[config.mk]
export PLATFORM = sky130hd
export DESIGN_NAME = compare_pipe
export DESIGN_NICKNAME = d
export VERILOG_FILES = /design/src/rtl/cmp_pkg.sv /design/src/rtl/cmp_stage.sv /design/src/rtl/compare_pipe.sv
export SDC_FILE = /design/constraint.sdc
export NUM_CORES = 1
export LEC_CHECK = 0
export CAP_MARGIN = 20
export CORE_MARGIN = 1
export CORE_UTILIZATION = 51
export CTS_BUF_LIST = sky130_fd_sc_hd__clkbuf_2
export CTS_CLUSTER_DIAMETER = 50
export DETAILED_ROUTE_END_ITERATION = 8
export GPL_TIMING_DRIVEN = 0
export PLACE_DENSITY = 0.95
export SLEW_MARGIN = 20
export SYNTH_ARGS = -nofsm -noshare
export SYNTH_HDL_FRONTEND = slang
export SYNTH_SLANG_ARGS = --single-unit
[constraint.sdc]
create_clock -name CLK -period 5 [get_ports CLK]
set_clock_uncertainty 0.05 [all_clocks]
set_input_delay 1 -clock CLK [delete_from_list [all_inputs] [get_ports CLK]]
set_output_delay 1 -clock CLK [all_outputs]
set_load 0.02 [all_outputs]
[src/rtl/cmp_pkg.sv]
// Shared compare definitions: mode encodings and the single comparator used by every pipeline depth.
package cmp_pkg;

    localparam int unsigned CMP_MAXW = 64;

    typedef logic [2:0] cmp_mode_t;

    localparam cmp_mode_t MODE_EQ    = 3'd0;
    localparam cmp_mode_t MODE_NE    = 3'd1;
    localparam cmp_mode_t MODE_LT    = 3'd2;
    localparam cmp_mode_t MODE_GE    = 3'd3;
    localparam cmp_mode_t MODE_LTU   = 3'd4;
    localparam cmp_mode_t MODE_GEU   = 3'd5;
    localparam cmp_mode_t MODE_TRUE  = 3'd6;
    localparam cmp_mode_t MODE_FALSE = 3'd7;

    // Operands arrive MSB-aligned in CMP_MAXW bits (zeros below), so the borrow and
    // sign bits match those of a native WIDTH compare for any WIDTH <= CMP_MAXW.
    function automatic logic cmp_eval(input logic [CMP_MAXW-1:0] a,
                                      input logic [CMP_MAXW-1:0] b,
                                      input cmp_mode_t           mode);
        logic [CMP_MAXW:0] diff;
        logic              ltu;
        logic              lts;
        logic              eq;
        logic              res;
        diff = {1'b0, a} - {1'b0, b};
        ltu  = diff[CMP_MAXW];
        lts  = ltu ^ a[CMP_MAXW-1] ^ b[CMP_MAXW-1];
        eq   = (a == b);
        case (mode)
            MODE_EQ:   res = eq;
            MODE_NE:   res = ~eq;
            MODE_LT:   res = lts;
            MODE_GE:   res = ~lts;
            MODE_LTU:  res = ltu;
            MODE_GEU:  res = ~ltu;
            MODE_TRUE: res = 1'b1;
            default:   res = 1'b0;
        endcase
        return res;
    endfunction

endpackage

[src/rtl/cmp_stage.sv]
// One valid/ready pipeline register slice with synchronous flush; payload reset is optional.
module cmp_stage
    import cmp_pkg::*;
#(
    parameter int unsigned W        = 1,
    parameter bit          RST_DATA = 1'b0
) (
    input  logic         clk_i,
    input  logic         rst_i,
    input  logic         flush_i,
    input  logic         valid_i,
    output logic         ready_o,
    input  logic [W-1:0] data_i,
    output logic         valid_o,
    input  logic         ready_i,
    output logic [W-1:0] data_o
);

    logic         valid_q;
    logic         valid_d;
    logic [W-1:0] data_q;
    logic [W-1:0] data_d;

    assign ready_o = ~valid_q | ready_i;
    assign valid_o = valid_q;
    assign data_o  = data_q;

    always_comb begin
        valid_d = valid_q;
        data_d  = data_q;
        if (ready_o) begin
            valid_d = valid_i;
            if (valid_i) data_d = data_i;
        end
        if (flush_i) valid_d = 1'b0;
    end

    always_ff @(posedge clk_i) begin
        if (rst_i) valid_q <= 1'b0;
        else       valid_q <= valid_d;
        if (rst_i && RST_DATA) data_q <= '0;
        else                   data_q <= data_d;
    end

endmodule

[src/rtl/compare_pipe.sv]
// Pipelined branch compare: operand slice (STAGES=2) then flag slice, valid/ready with flush.
module compare_pipe
    import cmp_pkg::*;
#(
    parameter int unsigned WIDTH  = 16,
    parameter int unsigned STAGES = 2
) (
    input  logic             CLK,
    input  logic             Reset,
    input  logic             Flush,
    input  logic             InValid,
    output logic             InReady,
    input  logic [WIDTH-1:0] A,
    input  logic [WIDTH-1:0] B,
    input  logic [2:0]       Mode,
    input  logic             ControlSignal,
    output logic             OutValid,
    input  logic             OutReady,
    output logic             Taken,
    output logic [WIDTH-1:0] R
);

    localparam int unsigned PAD = CMP_MAXW - WIDTH;

    generate
        if (STAGES == 2) begin : g_two
            localparam int unsigned PW = 2 * WIDTH + 4;

            logic [PW-1:0]    s1_data;
            logic             s1_valid;
            logic             s2_ready;
            logic [WIDTH-1:0] s1_a;
            logic [WIDTH-1:0] s1_b;
            logic [2:0]       s1_mode;
            logic             s1_cs;
            logic             flag;

            cmp_stage #(.W(PW), .RST_DATA(1'b0)) u_s1 (
                .clk_i   (CLK),
                .rst_i   (Reset),
                .flush_i (Flush),
                .valid_i (InValid),
                .ready_o (InReady),
                .data_i  ({A, B, Mode, ControlSignal}),
                .valid_o (s1_valid),
                .ready_i (s2_ready),
                .data_o  (s1_data)
            );

            assign {s1_a, s1_b, s1_mode, s1_cs} = s1_data;
            assign flag = cmp_eval(CMP_MAXW'(s1_a) << PAD, CMP_MAXW'(s1_b) << PAD, s1_mode) & s1_cs;

            cmp_stage #(.W(1), .RST_DATA(1'b1)) u_s2 (
                .clk_i   (CLK),
                .rst_i   (Reset),
                .flush_i (Flush),
                .valid_i (s1_valid),
                .ready_o (s2_ready),
                .data_i  (flag),
                .valid_o (OutValid),
                .ready_i (OutReady),
                .data_o  (Taken)
            );
        end else begin : g_one
            logic flag;

            assign flag = cmp_eval(CMP_MAXW'(A) << PAD, CMP_MAXW'(B) << PAD, Mode) & ControlSignal;

            cmp_stage #(.W(1), .RST_DATA(1'b1)) u_s1 (
                .clk_i   (CLK),
                .rst_i   (Reset),
                .flush_i (Flush),
                .valid_i (InValid),
                .ready_o (InReady),
                .data_i  (flag),
                .valid_o (OutValid),
                .ready_i (OutReady),
                .data_o  (Taken)
            );
        end
    endgenerate

    assign R = {{(WIDTH-1){1'b0}}, Taken};

endmodule

=== Yosys cells after proc, flatten, opt, wreduce, memory -nomap -nowiden ===
Index checks and enable logic that the tools add are counted.

* $add $sub $neg: 1
* $mul: 0
* Divide/modulo/power cells: 0
* Order comparisons: 0
* Equality and inequality tests: 7
* Shift-type cells: 0
* Mux-type cells: 1
* Bitwise gates (word level): 10
* Reductions and logical operators: 4

{| class="wikitable"
|+ Operators by type and width
! kind !! count
|-
| $sub A64 B64 Y65 || 1
|-
| $eq A16 B16 Y1 || 1
|-
| $eq A3 B3 Y1 const B || 3
|-
| $pmux W1 S7 || 1
|-
| $eq A3 B2 Y1 const B || 2
|-
| $not A1 Y1 || 5
|-
| $reduce_and A2 Y1 || 2
|-
| $eq A3 B1 Y1 const B || 1
|-
| $logic_not A3 Y1 || 1
|-
| $or A1 B1 Y1 || 2
|-
| $reduce_or A2 Y1 || 1
|-
| $xor A1 B1 Y1 || 2
|-
| $and A1 B1 Y1 || 1
|}

* Bits in registers: 39
* Bits in latches: 0
* Memory bits (writable): 0
* Bits in read-only memories: 0
* Input bits: 41
* Output and inout port bits: 19
* Word-level logic and storage cells: 27
* Memories: 0

=== Logic depth before layout (Yosys ltp) ===
* Depth in word-level cells: 6
* Depth in mapped cells: 9
* Depth with buffers taken out: 9

=== Cells and area by module ===
A second synthesis with hierarchy kept.

* Cell total of the unflattened synthesis: 135
* Area, all modules: 1880.6 um2

{| class="wikitable"
|+ By module, submodules not included
! module !! instances !! cells each !! area each (um2) !! sequential area each (um2)
|-
| cmp_stage (g_two.u_s1) || 1 || 41 || 1138.6 || 1101.1
|-
| compare_pipe || 1 || 86 || 653.1 || 0.0
|-
| cmp_stage (g_two.u_s2) || 1 || 8 || 88.8 || 40.0
|}

=== Least setup slack after synthesis ===
OpenSTA, ideal clock, no wires.

* Kind: in2reg
* Start: in OutReady
* End: reg g_two.u_s1.data_q[0], in the netlist g_two.u_s1.data_o[0] (enable)
* Library setup time: 0.397 ns
* Arrival time: 2.160 ns
* Required time: 4.553 ns
* Path slack: 2.393 ns
* Stages on the path: 3
* Path buffers: 0
* Cells stage by stage: nor2b_1 > nand2_1 > and2_1

* Word-level cells in the longest chain between the ends: 3

{| class="wikitable"
|+ Ends and longest elaborated chain
! element !! RTL line !! text
|-
| from (decl) || compare_pipe.sv:18 || <nowiki>input logic OutReady,</nowiki>
|-
| $or A1 B1 Y1 (2 in a row) || cmp_stage.sv:24 || <nowiki>assign ready_o = ~valid_q | ready_i;</nowiki>
|-
| via InReady || compare_pipe.sv:12 || <nowiki>output logic InReady,</nowiki>
|-
| $reduce_and A2 Y1 (no source line) || -- ||
|-
| to (signal assigned) || cmp_stage.sv:42 || <nowiki>else data_q <= data_d;</nowiki>
|-
| to (decl) || cmp_stage.sv:21 || <nowiki>logic [W-1:0] data_q;</nowiki>
|}

The timed path passes the listed nets, and every way through them passes these cells.
A chain may end at the register's enable or synchronous reset.

=== Final worst setup path ===
* Start: in OutReady
* End: out InReady

* Word-level cells in the longest chain between the ends: 2

{| class="wikitable"
|+ Ends and longest elaborated chain
! element !! RTL line
|-
| $or A1 B1 Y1 (2 in a row) || cmp_stage.sv:24
|-
| to (decl) || compare_pipe.sv:12
|}

Every way passes these cells.

==> qor.txt <==
Status -> finished clean
P&R area growth vs syn -> 31.7%
Post-Route WL -> 2830 µm
Cell family with most CP delay -> buffers and inverters
Postcts setup bufs -> 0
Final Slew Violations -> 0
Max Cap Viol -> 0
Post-Route Utilization -> 71.3%
H-tree level count -> 2
Global-route wire length before repair -> 4420 µm
Hold/Removal Path Class -> register to register
Finished Layout Cells -> 245
Ant. Diodes -> 0
DRC violations left -> 0
Initial Util -> 54.2%
Critical Path Most Common Cell -> clkdlybuf4s50_1
Critical Path Max Stage Delay -> 540 ps
Routed WL per cell -> 11.6 µm
Hold Vio Cnt, Final -> 0
Mapped Cells -> 135
DP Area -> 2390 µm²
Worst skew pair latency -> 390 ps
CP startpoint kind -> primary input
Max-slew headroom -> 47.3%
Place WS -> 1720 ps
Final Cycle Share -> 65.8%
Vias/cell -> 4.62
Global route overflow -> 0
Critical Path End Type -> output pin
Library cells used by synthesis -> 31
Crit Path Max Fanout -> 3
Routability congestion estimate -> 0.710
Die width -> 62.0 µm
Initial antenna violation count -> 0
Top-Level Pins -> 60
Share of the yosys chip area belonging to registers -> 62.2%
CTS Buffer Depth -> 2
Post-layout nets -> 257
Via count of the first global-routing pass -> 1086
Placed cell count -> 239
Initial DRC Count -> 23
GR Util met2 -> 31.2%
Final setup fails -> 0
Resize count post-CTS -> 0
GRT Max-Usage Layer -> met2
Synth warn -> 0
GRT Overall Usage -> 17.1%
Bufs and invs on worst path -> 2
Post-detail-place hpwl -> 2260 µm
CP Data Arrival Time -> 2240 ps
Worst Setup Path Type -> primary input to output pin
Overall power -> 0.602 mW
Pre-antenna DRT Iters -> 4
Core region area -> 3390 µm²
CTS root buffer -> clkbuf_2
Largest net degree at the start of global routing -> 37
Routed Antenna Nets -> 0
Synth Cell Area -> 1840 µm²
Hold slack -> 534 ps
DIE HEIGHT -> 62.0 µm
Clock tree from TritonCTS -> yes
VDD IR max -> 0.155 mV
CTS clk-pin slew, worst paths -> 190 ps
WP data required -> 3950 ps
Clock Sinks -> 39
Final Worst Setup Slack -> 1710 ps
Hold-fix buffers, CTS -> 0
Synthesized flop and latch total -> 39
Share of cells above drive strength 1 -> 14.6%
Routing usage on met1 -> 16.8%
Unrepaired setup endpoints after global routing -> no
Finished Cell Area -> 2420 µm²
Die ar. -> 3840 µm²
Buffers on Ports -> 44
Met3 track demand over resource -> 7.04%
Highest achievable clock rate -> 304 MHz
Worst-Margin Slew -> 790 ps
CP max-delay cell -> clkdlybuf4s50_1
Crit-path cells -> clkdlybuf4s50_1 > nor2b_1 > nand2_1 > clkdlybuf4s50_1
Pleak -> 1.04 nW
Setup TNS -> 0 ps
Power Density -> 249 nW/µm²
Avg Inst Size Synth -> 13.6 µm²
Row count -> 21
Fin crit period -> 3290 ps
Num CTS Buffers -> 5
Via count -> 1131
==> layout by cell type (no fill, tap or decap), types with 2 or more instances in the layout <==
cell type / synthesis / final
dfxtp_1: 3 / 3
nor3_1: 2 / 2
edfxtp_1: 36 / 36
nand2b_1: 2 / 2
ha_1: 16 / 16
nor2_1: 2 / 2
clkbuf_2: 0 / 6
nand2_1: 7 / 7
nand3_1: 2 / 2
clkdlybuf4s50_1: 0 / 44
nand4_2: 2 / 2
inv_1: 17 / 17
nor2b_1: 3 / 3
buf_4: 16 / 16
a21oi_1: 9 / 9
conb_1: 1 / 15
==> logic make-up (layout without fill, tap and decap cells) <==
family          count (synthesis)  count (layout)  synth area share, %
flops                          39              39                 62.2
buf+inv                        33              83                 10.0
simple gates                   26              26                 9.48
compound gates                 18              18                 6.27
fa+ha+maj                      16              16                 10.9
xor+xnor                        2               2                0.955
other cells                     1              15                0.204
==> cells in the mapped netlist (all sizes together) <==
library cell	number	area (µm²)
and2	1	6.26
nor4	1	21.3
nor2	2	7.51
a211o	1	8.76
a21oi	9	45.0
nand2	7	26.3
nand3	3	20.0
nand4	3	31.3
edfxtp	36	1080
o221a	1	11.3
and4b	1	10.0
inv	17	63.8
buf	16	120
o21ai	3	18.8
nor4bb	1	10.0
xor2	1	8.76
nand2b	2	12.5
nor2b	3	18.8
a21o	1	7.51
o211a	1	10.0
nor3	2	10.0
ha	16	200
a31oi	1	6.26
conb	1	3.75
xnor2	1	8.76
o21a	1	7.51
dfxtp	3	60.1
==> per-layer routing <==
metal / part of all wire (%) / wire [µm]
met1: 39 / 1090
met2: 51 / 1460
met3: 8.1 / 230
met4: 1.7 / 48
met5: 0 / 0
==> cell type report <==
| type | instances | area, µm² |
|---|---|---|
| Sequential cell | 39 | 1140 |
| Fill cell | 243 | 972 |
| Multi-Input combinational cell | 77 | 564 |
| Timing Repair Buffer | 44 | 440 |
| Buffer | 16 | 120 |
| Inverter | 17 | 63.8 |
| Tap cell | 46 | 57.6 |
| Clock buffer | 6 | 30.0 |
==> registers in the layout (all words and copies together) (netlist names) <==
register            flops
g_two.u_s1.data_o      36
g_two.u_s2.data_o       1
g_two.u_s2.valid_o      1
g_two.u_s1.valid_o      1
==> final timing paths <==
| kind | startpoint | end | slack, ps | cells past startpoint |
|---|---|---|---|---|
| setup / recovery | OutReady | InReady | 1710 | 4 |
| hold / removal | g_two.u_s1.valid_o$_SDFFE_PP0N_ | g_two.u_s2.valid_o$_SDFFE_PP0P_ | 530 | 2 |
| setup reg to reg | g_two.u_s1.data_o[35]$_DFFE_PP_ | g_two.u_s2.data_o$_SDFFE_PP0P_ | 2900 | 8 |
| hold reg to reg | g_two.u_s1.valid_o$_SDFFE_PP0N_ | g_two.u_s2.valid_o$_SDFFE_PP0P_ | 530 | 2 |
==> power breakdown <==
| group | internal [mW] | total, mW | switching [mW] |
|---|---|---|---|
| Combinational | 0.0551 | 0.0989 | 0.0438 |
| Sequential | 0.376 | 0.381 | 0.00581 |
| Clock | 0.0316 | 0.121 | 0.0896 |
| Total | 0.462 | 0.602 | 0.139 |
==> worst min-delay path, delay by kind of cell (launching register included) <==
kind / cells / cell delay, ps
flops: 1 / 390
simple gates: 2 / 180
Note: power is estimated with default switching activity, not from simulation.
